--- src/rtl/opt_rand_gen_if.sv ---
// Request/result bundle for opt_rand_gen; i_/o_ directions are named from the generator's side.
interface opt_rand_gen_if #(
  parameter int unsigned CITY_NUM = 32,
  parameter int unsigned SEG_MAX  = 3
);
  localparam int unsigned KW = $clog2(CITY_NUM);
  localparam int unsigned MW = $clog2(SEG_MAX + 1);

  logic [63:0]   i_seed;
  logic          i_start;
  logic [1:0]    i_mode;
  logic          i_out_ready;
  logic          o_valid;
  logic          o_busy;
  logic [1:0]    o_com;
  logic [KW-1:0] o_k;
  logic [KW-1:0] o_l;
  logic [MW-1:0] o_m;
  logic [31:0]   o_r_metropolis;
  logic [31:0]   o_r_exchange;
  logic [63:0]   o_n_seed;
  logic          o_aborted;

  modport master (
    output i_seed, i_start, i_mode, i_out_ready,
    input  o_valid, o_busy, o_com, o_k, o_l, o_m,
    input  o_r_metropolis, o_r_exchange, o_n_seed, o_aborted
  );

  modport slave (
    input  i_seed, i_start, i_mode, i_out_ready,
    output o_valid, o_busy, o_com, o_k, o_l, o_m,
    output o_r_metropolis, o_r_exchange, o_n_seed, o_aborted
  );
endinterface

--- src/rtl/opt_rand_gen.sv ---
// Or-opt / 2-opt move generator: xorshift64 rejection sampling of (k, m, l) plus two acceptance randoms.
// Optional OPT_RAND_RETRY_LIMIT_EN bounds rejected draws per request and returns an aborted THR result.
module opt_rand_gen #(
  parameter int unsigned CITY_NUM  = 32,
  parameter int unsigned SEG_MAX   = 3,
  parameter int unsigned MAX_RETRY = 64
) (
  input  logic          clk,
  input  logic          reset,
  opt_rand_gen_if.slave bus
);
  localparam int unsigned KW = $clog2(CITY_NUM);
  localparam int unsigned MW = $clog2(SEG_MAX + 1);
  localparam logic [1:0]  COM_THR = 2'd0;
  localparam logic [1:0]  COM_OR  = 2'd1;
  localparam logic [1:0]  COM_TWO = 2'd2;

  if (CITY_NUM < 4 || SEG_MAX < 1 || SEG_MAX + 2 >= CITY_NUM || MAX_RETRY < 1) begin : g_bad_params
    $error("opt_rand_gen: illegal parameter set");
  end

  typedef enum logic [2:0] {S_IDLE, S_K, S_M, S_L, S_METRO, S_EXCH, S_OUT} state_t;

  state_t        r_state, w_state_nxt;
  logic [63:0]   r_seed, w_seed_nxt;
  logic [KW-1:0] r_k, w_k_nxt, r_l, w_l_nxt;
  logic [MW-1:0] r_m, w_m_nxt;
  logic [31:0]   r_rm, w_rm_nxt, r_rx, w_rx_nxt;
  logic [1:0]    r_com, w_com_nxt;
  logic          r_valid, w_valid_nxt, r_busy, w_busy_nxt;

  // One xorshift64 step from the current internal seed
  logic [63:0] w_x1, w_x2, w_x3;
  assign w_x1 = r_seed ^ (r_seed << 13);
  assign w_x2 = w_x1 ^ (w_x1 >> 7);
  assign w_x3 = w_x2 ^ (w_x2 << 17);

  // Draws and current picks widened so range checks cannot wrap
  logic [31:0] w_kd, w_md, w_k32, w_m32;
  logic        w_k_ok, w_m_ok, w_l_ok;
  assign w_kd  = 32'(w_x3[KW-1:0]);
  assign w_md  = 32'(w_x3[MW-1:0]);
  assign w_k32 = 32'(r_k);
  assign w_m32 = 32'(r_m);

  assign w_k_ok = (w_kd >= 32'd1) && (w_kd <= CITY_NUM - 1);
  assign w_m_ok = (w_md >= 32'd1) && (w_md <= SEG_MAX) && (w_k32 + w_md - 32'd1 <= CITY_NUM - 1);
  // The L draw reuses the K-width bits; 2-opt forbids l in {k-1, k}, or-opt forbids [k-1, k+m-1]
  assign w_l_ok = (w_kd <= CITY_NUM - 1) &&
                  ((r_com == COM_TWO) ? ((w_kd != w_k32) && (w_kd + 32'd1 != w_k32))
                                      : !((w_kd + 32'd1 >= w_k32) && (w_kd <= w_k32 + w_m32 - 32'd1)));

`ifdef OPT_RAND_RETRY_LIMIT_EN
  localparam int unsigned RW = $clog2(MAX_RETRY + 1);
  logic [RW-1:0] r_retry, w_retry_nxt;
  logic          r_aborted, w_aborted_nxt;
  logic          w_reject;
  assign w_reject = ((r_state == S_K) && !w_k_ok) || ((r_state == S_M) && !w_m_ok) ||
                    ((r_state == S_L) && !w_l_ok);
`endif

  // Next-state and next-output logic
  always_comb begin
    w_state_nxt = r_state;
    w_seed_nxt  = r_seed;
    w_k_nxt     = r_k;
    w_l_nxt     = r_l;
    w_m_nxt     = r_m;
    w_rm_nxt    = r_rm;
    w_rx_nxt    = r_rx;
    w_com_nxt   = r_com;
`ifdef OPT_RAND_RETRY_LIMIT_EN
    w_retry_nxt   = r_retry;
    w_aborted_nxt = r_aborted;
`endif
    case (r_state)
      S_IDLE: begin
        if (bus.i_start) begin
          w_seed_nxt = bus.i_seed;
          w_k_nxt    = '0;
          w_l_nxt    = '0;
          w_m_nxt    = '0;
          w_rm_nxt   = '0;
          w_rx_nxt   = '0;
`ifdef OPT_RAND_RETRY_LIMIT_EN
          w_retry_nxt   = '0;
          w_aborted_nxt = 1'b0;
`endif
          case (bus.i_mode)
            2'd1: begin
              w_com_nxt   = COM_OR;
              w_state_nxt = S_K;
            end
            2'd2: begin
              w_com_nxt   = COM_TWO;
              w_m_nxt     = MW'(1);
              w_state_nxt = S_K;
            end
            default: begin
              w_com_nxt   = COM_THR;
              w_state_nxt = S_OUT;
            end
          endcase
        end
      end
      S_K: begin
        w_seed_nxt = w_x3;
        if (w_k_ok) begin
          w_k_nxt     = w_x3[KW-1:0];
          w_state_nxt = (r_com == COM_OR) ? S_M : S_L;
        end
      end
      S_M: begin
        w_seed_nxt = w_x3;
        if (w_m_ok) begin
          w_m_nxt     = w_x3[MW-1:0];
          w_state_nxt = S_L;
        end else begin
          w_state_nxt = S_K;
        end
      end
      S_L: begin
        w_seed_nxt = w_x3;
        if (w_l_ok) begin
          w_l_nxt     = w_x3[KW-1:0];
          w_state_nxt = S_METRO;
        end else begin
          w_state_nxt = S_K;
        end
      end
      S_METRO: begin
        w_seed_nxt  = w_x3;
        w_rm_nxt    = w_x3[31:0];
        w_state_nxt = S_EXCH;
      end
      S_EXCH: begin
        w_seed_nxt  = w_x3;
        w_rx_nxt    = w_x3[31:0];
        w_state_nxt = S_OUT;
      end
      S_OUT: begin
        if (bus.i_out_ready) w_state_nxt = S_IDLE;
      end
      default: w_state_nxt = S_IDLE;
    endcase
`ifdef OPT_RAND_RETRY_LIMIT_EN
    if (w_reject) begin
      w_retry_nxt = r_retry + RW'(1);
      if (32'(r_retry) + 32'd1 >= MAX_RETRY) begin
        w_state_nxt   = S_OUT;
        w_com_nxt     = COM_THR;
        w_aborted_nxt = 1'b1;
      end
    end
`endif
    w_valid_nxt = (w_state_nxt == S_OUT);
    w_busy_nxt  = (w_state_nxt != S_IDLE);
  end

  always_ff @(posedge clk) begin
    if (reset) begin
      r_state <= S_IDLE;
      r_seed  <= '0;
      r_k     <= '0;
      r_l     <= '0;
      r_m     <= '0;
      r_rm    <= '0;
      r_rx    <= '0;
      r_com   <= COM_THR;
      r_valid <= 1'b0;
      r_busy  <= 1'b0;
`ifdef OPT_RAND_RETRY_LIMIT_EN
      r_retry   <= '0;
      r_aborted <= 1'b0;
`endif
    end else begin
      r_state <= w_state_nxt;
      r_seed  <= w_seed_nxt;
      r_k     <= w_k_nxt;
      r_l     <= w_l_nxt;
      r_m     <= w_m_nxt;
      r_rm    <= w_rm_nxt;
      r_rx    <= w_rx_nxt;
      r_com   <= w_com_nxt;
      r_valid <= w_valid_nxt;
      r_busy  <= w_busy_nxt;
`ifdef OPT_RAND_RETRY_LIMIT_EN
      r_retry   <= w_retry_nxt;
      r_aborted <= w_aborted_nxt;
`endif
    end
  end

  assign bus.o_valid        = r_valid;
  assign bus.o_busy         = r_busy;
  assign bus.o_com          = r_com;
  assign bus.o_k            = r_k;
  assign bus.o_l            = r_l;
  assign bus.o_m            = r_m;
  assign bus.o_r_metropolis = r_rm;
  assign bus.o_r_exchange   = r_rx;
  assign bus.o_n_seed       = r_seed;
`ifdef OPT_RAND_RETRY_LIMIT_EN
  assign bus.o_aborted      = r_aborted;
`else
  assign bus.o_aborted      = 1'b0;
`endif
endmodule

--- src/flat_wrapper.sv ---
// flat-port wrapper written by rule: the top's interface ports become plain ports
module opt_rand_gen_flat 
#(
  parameter int unsigned CITY_NUM  = 32,
  parameter int unsigned SEG_MAX   = 3,
  parameter int unsigned MAX_RETRY = 64
)
  (clk, reset, bus_i_seed, bus_i_start, bus_i_mode, bus_i_out_ready, bus_o_valid, bus_o_busy, bus_o_com, bus_o_k, bus_o_l, bus_o_m, bus_o_r_metropolis, bus_o_r_exchange, bus_o_n_seed, bus_o_aborted);
  opt_rand_gen_if #(.CITY_NUM(CITY_NUM), .SEG_MAX(SEG_MAX)) bus_i ();
  input  logic clk;
  input  logic reset;
  input wire logic [$bits(bus_i.i_seed)-1:0] bus_i_seed;
  input wire logic [$bits(bus_i.i_start)-1:0] bus_i_start;
  input wire logic [$bits(bus_i.i_mode)-1:0] bus_i_mode;
  input wire logic [$bits(bus_i.i_out_ready)-1:0] bus_i_out_ready;
  output wire logic [$bits(bus_i.o_valid)-1:0] bus_o_valid;
  output wire logic [$bits(bus_i.o_busy)-1:0] bus_o_busy;
  output wire logic [$bits(bus_i.o_com)-1:0] bus_o_com;
  output wire logic [$bits(bus_i.o_k)-1:0] bus_o_k;
  output wire logic [$bits(bus_i.o_l)-1:0] bus_o_l;
  output wire logic [$bits(bus_i.o_m)-1:0] bus_o_m;
  output wire logic [$bits(bus_i.o_r_metropolis)-1:0] bus_o_r_metropolis;
  output wire logic [$bits(bus_i.o_r_exchange)-1:0] bus_o_r_exchange;
  output wire logic [$bits(bus_i.o_n_seed)-1:0] bus_o_n_seed;
  output wire logic [$bits(bus_i.o_aborted)-1:0] bus_o_aborted;
  assign bus_i.i_seed = bus_i_seed;
  assign bus_i.i_start = bus_i_start;
  assign bus_i.i_mode = bus_i_mode;
  assign bus_i.i_out_ready = bus_i_out_ready;
  assign bus_o_valid = bus_i.o_valid;
  assign bus_o_busy = bus_i.o_busy;
  assign bus_o_com = bus_i.o_com;
  assign bus_o_k = bus_i.o_k;
  assign bus_o_l = bus_i.o_l;
  assign bus_o_m = bus_i.o_m;
  assign bus_o_r_metropolis = bus_i.o_r_metropolis;
  assign bus_o_r_exchange = bus_i.o_r_exchange;
  assign bus_o_n_seed = bus_i.o_n_seed;
  assign bus_o_aborted = bus_i.o_aborted;
  opt_rand_gen #(.CITY_NUM(CITY_NUM), .SEG_MAX(SEG_MAX), .MAX_RETRY(MAX_RETRY)) u_core (.clk(clk), .reset(reset), .bus(bus_i));
endmodule
--- config.mk ---
export PLATFORM = sky130hd
export DESIGN_NAME = opt_rand_gen_flat
export DESIGN_NICKNAME = d
export VERILOG_FILES = /design/src/rtl/opt_rand_gen_if.sv /design/src/rtl/opt_rand_gen.sv /design/src/flat_wrapper.sv
export SDC_FILE = /design/constraint.sdc
export NUM_CORES = 1
export LEC_CHECK = 0
export CAP_MARGIN = 0
export CORE_UTILIZATION = 49
export CTS_CLUSTER_SIZE = 10
export DETAILED_ROUTE_END_ITERATION = 12
export HOLD_SLACK_MARGIN = 0.05
export PLACE_DENSITY = 0.81
export RECOVER_POWER = 50
export SETUP_SLACK_MARGIN = 0.5
export SLEW_MARGIN = 40
export SYNTH_ARGS = -nofsm -noshare
export SYNTH_HDL_FRONTEND = slang
export SYNTH_SLANG_ARGS = --single-unit
export TNS_END_PERCENT = 1
--- constraint.sdc ---
create_clock -name clk -period 4.7 [get_ports clk]
set_clock_uncertainty 0.05 [all_clocks]
set_input_delay 0.94 -clock clk [delete_from_list [all_inputs] [get_ports clk]]
set_output_delay 0.94 -clock clk [all_outputs]
set_load 0.03 [all_outputs]
### Word level (Yosys, flattened, before mapping)

Index checks and enable logic that the tools add are counted.

* bits in registers: 147
* input port bits: 70
* output and inout bits: 145
* logic and storage cells: 90

* add/sub/neg operators: 5
* magnitude comparators: 7
* eq/ne operators: 17
* muxes and demuxes: 24
* bitwise gates (word level): 3
* reductions and logical operators: 24

Operators by type and width (number)
* 32-bit one-hot mux with 2 select lines: 2
* 64-bit one-hot mux with 2 select lines: 1
* 64-bit bitwise XOR: 2
* 64-bit two-way mux: 1
* 32-bit by 1-bit subtractor with 32-bit output (second input constant): 2
* 64-bit by 57-bit bitwise XOR with 64-bit output: 1
* 32-bit by 5-bit >= comparator with 1-bit output: 1
* 32-bit by 5-bit less-or-equal comparator with 1-bit output (second input constant): 1
* 5-bit by 32-bit less-or-equal comparator with 1-bit output: 1
* 32-bit two-way mux: 1
* 32-bit by 5-bit != test with 1-bit output: 1
* 3-bit one-hot mux with 7 select lines: 1
* 5-bit one-hot mux with 2 select lines: 2
* 3-bit two-way mux: 5
* 5-bit two-way mux: 3
* 5-bit by 2-bit adder with 6-bit output: 2
* 3-bit equality test (second input constant): 4
* 2-bit nonzero test: 6
* 3-bit AND reduction: 3
* 2-bit one-hot mux with 2 select lines: 2
* 2-bit AND reduction: 4
* 5-bit by 1-bit adder with 6-bit output (second input constant): 1
* 3-bit by 2-bit equality test with 1-bit output (second input constant): 2
* 1-bit logical AND: 6
* other kinds (17): 25

### Longest topological paths before layout

* word-level depth: 12
* gate-level depth with buffers: 15
* gate-level depth less buffers: 15

### Least setup slack after synthesis

No wires, ideal clock.

* kind: reg2reg
* start point: register u_core.r_k[0] (netlist: u_core.bus.o_k[0])
* end point: register u_core.r_l[0] (netlist: u_core.bus.o_l[0])
* setup time: 0.124 ns
* data arrival time: 3.393 ns
* required time: 4.526 ns
* slack: 1.133 ns
* cell stages (with the launch flop): 16
* buffers on the path: 0
* period minus slack after synthesis: 3.567 ns
* path through: dfxtp_1 > ha_1 > inv_1 > fa_1 > ha_1 > nand2_1 > o21ai_0 > a32oi_1 > xnor2_1 > ha_1 > and3_1 > a311o_1 > a31oi_1 > a211o_1 > nand4_2 > mux2i_1

* cells in the longest elaborated chain, start to end: 9
* elaborated cells between the ends (all ways): 13
* classes of those cells: add/sub (2); order compare (2); eq/ne (3); mux (1); reduce/logical (5)

RTL lines
* from (decl): RTL line opt_rand_gen.sv:26 `logic [KW-1:0] r_k, w_k_nxt, r_l, w_l_nxt;`
* from (signal assigned): RTL line opt_rand_gen.sv:179 `r_k <= w_k_nxt;`
* 5-bit by 2-bit adder with 6-bit output: RTL line opt_rand_gen.sv:51 `: !((w_kd + 32'd1 >= w_k32) && (w_kd <= w_k32 + w_m32 - 32'd1)));`
* 32-bit by 1-bit subtractor with 32-bit output: RTL line opt_rand_gen.sv:51
* 5-bit by 32-bit less-or-equal comparator with 1-bit output: RTL line opt_rand_gen.sv:51
* 1-bit logical AND: RTL line opt_rand_gen.sv:51
* 1-bit zero test: RTL line opt_rand_gen.sv:51
* 1-bit two-way mux *: RTL line opt_rand_gen.sv:50 `((r_com == COM_TWO) ? ((w_kd != w_k32) && (w_kd + 32'd1 != w_k32))`
* 1-bit logical AND *: RTL line opt_rand_gen.sv:49 `assign w_l_ok = (w_kd <= CITY_NUM - 1) &&`
* 2-bit by 1-bit != test with 1-bit output (no source line) *
* 3-bit AND reduction (no source line) *
* to (signal assigned): RTL line opt_rand_gen.sv:180 `r_l <= w_l_nxt;`
* to (decl): RTL line opt_rand_gen.sv:26

Mark *: on every way between the ends. The rest lies on a longest branch, timed or not.
A chain may end at the register's enable or synchronous reset.

### Worst setup path after layout

* start point: register u_core.r_seed[1] (netlist: u_core.bus.o_n_seed[1])
* end point: register u_core.r_m[0] (netlist: u_core.bus.o_m[0])

* cells in the longest elaborated chain, start to end: 9
* elaborated cells between the ends (all ways): 12
* classes of those cells: add/sub (2); order compare (3); eq/ne (1); bitwise (3); reduce/logical (3)

RTL lines
* from (decl): RTL line opt_rand_gen.sv:25 `logic [63:0] r_seed, w_seed_nxt;`
* from (signal assigned): RTL line opt_rand_gen.sv:178 `r_seed <= w_seed_nxt;`
* 64-bit bitwise XOR *: RTL line opt_rand_gen.sv:34 `assign w_x1 = r_seed ^ (r_seed << 13);`
* 64-bit by 57-bit bitwise XOR with 64-bit output *: RTL line opt_rand_gen.sv:35 `assign w_x2 = w_x1 ^ (w_x1 >> 7);`
* 64-bit bitwise XOR *: RTL line opt_rand_gen.sv:36 `assign w_x3 = w_x2 ^ (w_x2 << 17);`
* 5-bit by 2-bit adder with 6-bit output: RTL line opt_rand_gen.sv:47 `assign w_m_ok = (w_md >= 32'd1) && (w_md <= SEG_MAX) && (w_k32 + w_md - 32'd1 <= CITY_NUM - 1);`
* 32-bit by 1-bit subtractor with 32-bit output: RTL line opt_rand_gen.sv:47
* 32-bit by 5-bit less-or-equal comparator with 1-bit output: RTL line opt_rand_gen.sv:47
* 1-bit logical AND *: RTL line opt_rand_gen.sv:47
* 2-bit by 1-bit != test with 1-bit output (no source line) *
* 3-bit AND reduction (no source line) *
* to (signal assigned): RTL line opt_rand_gen.sv:181 `r_m <= w_m_nxt;`
* to (decl): RTL line opt_rand_gen.sv:27 `logic [MW-1:0] r_m, w_m_nxt;`

Marked as above.

==> summary.txt <==
Logic synthesis
  – Multiplexer area fraction after synthesis: 0.0151
  – Syn Area/Cell: ~8.6 sq um
  – Mapped cell area: between 0.007 and 0.008 sq mm
  – Seq/Total Area, Yosys: 0.369
  – Post-synthesis simple-gate area fraction: 0.152
  – Synth cell types: 51
  – Yosys top cell area share: 0.369
  – Synth Area in Compound Gates: 0.183
  – Warnings, synthesis: 0
  – Synth Area in Adders: 0.0411
  – Largest family of logic cells by synthesized area: XOR/XNOR gates
  – Xor/xnor share of the synthesized area: 0.201
  – Cells after Synth: between 900 and 1000
  – EDFF count, synth: 0
  – Main area contributors after synthesis: dfxtp_1 37%, xnor2_1 14%, a22oi_1 8.6%
  – Yosys reg bits: 147
  – FFs w/ async S/R, synth: 0
  – Syn nets: a little over 1000
  – Cell taking the most area after synthesis: dfxtp_1
  – Post-synth top flop: dfxtp_1

Finish
  – Most common cell after layout, fill and taps aside: dfxtp_1
  – Diode count: 0
  – NumNets Final: 1207
  – Area Growth Syn to Fin: 35.8%
  – Most frequent cells in the layout: 147 x dfxtp_1, 130 x xnor2_1, 117 x dlygate4sd3_1
  – Layout cells sized above 1: 0.0489
  – Final instance area: ~0.011 sq mm
  – Filler cell count: about 1300

Status
  – Result of the run: complete, but fails checks
  – Failing checks: capacitance limit, slew limit

CTS
  – Clock buffer depth: 2
  – CTS H-tree depth: 4
  – CTS tree: done
  – TritonCTS Buffers: 17
  – Skew-Pair Late Insertion Delay: 0.44 ns
  – Post-CTS Setup Bufs: 0
  – Post-CTS Resized: 0
  – CTS Hold Bufs: 0
  – Clock Tree Root: clkbuf_16
  – Clock sinks: about 150
  – Clk slew on worst S/H paths: around 0.060 ns

Flow run
  – Max-cap violations: 1

Worst setup path
  – Worst Setup Path Type: reg -> reg
  – R2r startpoint: u_core.bus.o_n_seed[1]$_SDFFE_PP0P_
  – Crit Path Max Fanout: 13
  – Cells along the critical path: xor2_4 > inv_1 > fa_1 > inv_1 > a2111oi_0 > ha_1 > or4b_1 > o21ai_0 > mux2i_1 > nor2_1
  – Critical Path Slowest Stage Cell: fa_1
  – CP Data Required Time: around 5.0 ns
  – Crit path launch type: flip-flop
  – R2R Setup Slk: roughly 0.99 ns
  – Top cell by count, worst path: inv_1
  – Worst R2R End: u_core.bus.o_m[0]$_SDFFE_PP0P_
  – CP endpoint kind: flip-flop
  – Crit path DAT: 3.96 ns
  – Worst Reg-to-Reg Cells: 10
  – Slowest stage delay, CP: approximately 0.54 ns

Detailed routing
  – Iter 0 DRT Violations: roughly 770
  – Antenna viol nets, final: 0
  – DRC viols: 0
  – Routed wire per std cell: between 20 and 25 um
  – Vias: between 7000 and 8000
  – Final WL: roughly 27000 um
  – Post-DR vias/cell: about 5.9
  – First drt pass iteration count: 6

Power
  – Leak Pwr: approximately 4.4 nW
  – PD cells: roughly 910 mW/mm^2
  – Max VDD drop: 465 uV

Placed design
  – IO buf count: approximately 210
  – Post-DP HPWL: 19300 um
  – Routability congestion estimate: about 0.9
  – Placed Area: around 0.010 sq mm

Floorplanning
  – Die X: between 100 and 150 um
  – Io pins: between 200 and 250
  – CORE AREA: roughly 0.016 sq mm
  – Die Ht: 130 um
  – Die area: around 0.017 sq mm
  – Initial Util: 0.502
  – Row count: 46

Global route
  – First-pass GRT wire length: between 40000 and 50000 um
  – Gr ovfl total: 0
  – GRT Overall Usage: 0.323
  – Vias in the first global route: between 7000 and 8000
  – Initial antenna violation count: 0
  – Largest net degree at the start of global routing: 80

Min path
  – Hold Path Class: reg -> reg
  – Worst Hold Launch: u_core.bus.o_l[0]$_SDFFE_PP0P_
  – Hold Crit Endpoint: u_core.bus.o_l[0]$_SDFFE_PP0P_
  – Hold path depth: 2

STA
  – Max frequency: approximately 270 MHz
  – Final slew viol count: 31
  – RSZ-0062 raised after global routing: no
  – Min Tclk post-route: between 3 and 4 ns
  – Worst slew margin: -0.0332
  – Period utilization: 0.790
  – Final Hold Viols: 0
  – Setup TNS: 0 ns
  – Slew @ Worst Pin: 1.55 ns
  – Setup violators final: 0
report_power, final:
| part | internal [W] | total [W] | switching [W] | leakage, nW |
|---|---|---|---|---|
| clock network | 0.000782 | 0.00136 | 0.000581 | 0.287 |
| logic | 0.00250 | 0.00643 | 0.00393 | 2.87 |
| registers | 0.00159 | 0.00208 | 0.000489 | 1.20 |
| total | 0.00487 | 0.00987 | 0.00500 | 4.36 |
final cells by class:
| class | count | area, sq um | share of cell area |
|---|---|---|---|
| clock buffers | 21 | 470 | 0.0434 |
| clock inverters | 11 | 115 | 0.0106 |
| inverters | 17 | 63.8 | 0.00589 |
| multi-input cells | 702 | 4740 | 0.438 |
| flip-flops and latches | 147 | 2940 | 0.272 |
| well taps | 216 | 270 | 0.0249 |
| repair buffers | 227 | 2230 | 0.206 |
worst max path at each step:
stage	from	end	depth (start not counted)
2_1_floorplan	u_core.bus.o_k[0]$_SDFFE_PP0P_	u_core.bus.o_l[0]$_SDFFE_PP0P_	15
3_3_place_gp	u_core.bus.o_n_seed[1]$_SDFFE_PP0P_	u_core.bus.o_m[0]$_SDFFE_PP0P_	10
3_5_place_dp	u_core.bus.o_n_seed[1]$_SDFFE_PP0P_	u_core.bus.o_m[0]$_SDFFE_PP0P_	10
4_1_cts	u_core.bus.o_n_seed[1]$_SDFFE_PP0P_	u_core.bus.o_m[0]$_SDFFE_PP0P_	10
5_1_grt	u_core.bus.o_n_seed[1]$_SDFFE_PP0P_	u_core.bus.o_m[1]$_SDFFE_PP0P_	10
6_report	u_core.bus.o_n_seed[1]$_SDFFE_PP0P_	u_core.bus.o_m[0]$_SDFFE_PP0P_	10
cells by family (layout without fill, tap and decap cells):
group / after synthesis / after routing
AOI/OAI and AO/OA: 207 / 207
xor gates and xnor gates: 176 / 176
adders and majority gates: 25 / 25
buffers and inverters: 80 / 276
DFF: 147 / 147
muxes: 12 / 12
other: 1 / 1
and+or+nand+nor: 281 / 281
synthesized netlist by cell type, types with 2 or more instances:
master,n
a2111oi_0,2
a211o_1,2
a211oi_1,7
a21o_1,3
a21oi_1,39
a221oi_1,7
a222oi_1,6
a22oi_1,91
a311oi_1,19
a31oi_1,4
and2_1,3
and3_1,9
buf_1,3
buf_2,4
clkbuf_1,54
dfxtp_1,147
fa_1,2
ha_1,23
inv_1,17
mux2i_1,12
nand2_1,112
nand2b_1,7
nand3_1,3
nand4_1,3
nor2_1,116
nor2b_1,5
nor3_1,5
nor3b_1,7
o21ai_0,20
o22ai_1,2
or3_1,2
or4_1,3
xnor2_1,130
xor2_1,42
xor2_4,2
worst max-delay path, delay by kind of cell, from the launching register on:
family                     cells  cell delay (ns)
AOI/OAI and AO/OA              2             0.84
adders and majority gates      2             0.72
DFF                            1             0.53
and+or+nand+nor                2             0.51
xor gates and xnor gates       1             0.45
buffers and inverters          2             0.24
muxes                          1             0.24
registers in the layout, indices dropped and copies added (netlist names):
signal and cells:
u_core.bus.o_r_metropolis 32, u_core.bus.o_busy 1, u_core.bus.o_com 2, u_core.bus.o_valid 1
u_core.bus.o_r_exchange 32, u_core.r_state 3, u_core.bus.o_k 5, u_core.bus.o_m 2
u_core.bus.o_l 5, u_core.bus.o_n_seed 64
per-layer routing:
| metal | vias to the layer above | share of wire | global-route usage |
|---|---|---|---|
| met1 | 3765 | 0.41 | 0.413 |
| met5 | - | 0 | 0 |
| met3 | 60 | 0.099 | 0.0830 |
| met2 | 435 | 0.46 | 0.522 |
| met4 | 0 | 0.027 | 0.124 |
| li1 | 3595 | - | - |
stage by stage:
stage / instances / total power, W / utilization / hold slack, ns / setup slack (ns)
finish: 1341 / 0.00987 / 0.682 / 0.411 / 0.986
floorplan: 929 / 0.00651 / - / 0.515 / 1.13
detailed placement: 1309 / 0.00845 / 0.645 / 0.411 / 1.02
global placement: 1309 / 0.00831 / 0.645 / 0.404 / 1.13
global route: 1341 / 0.0104 / 0.682 / 0.430 / 0.739
CTS: 1341 / 0.00986 / 0.682 / 0.421 / 0.989
Power figures use the tool's default switching activity.
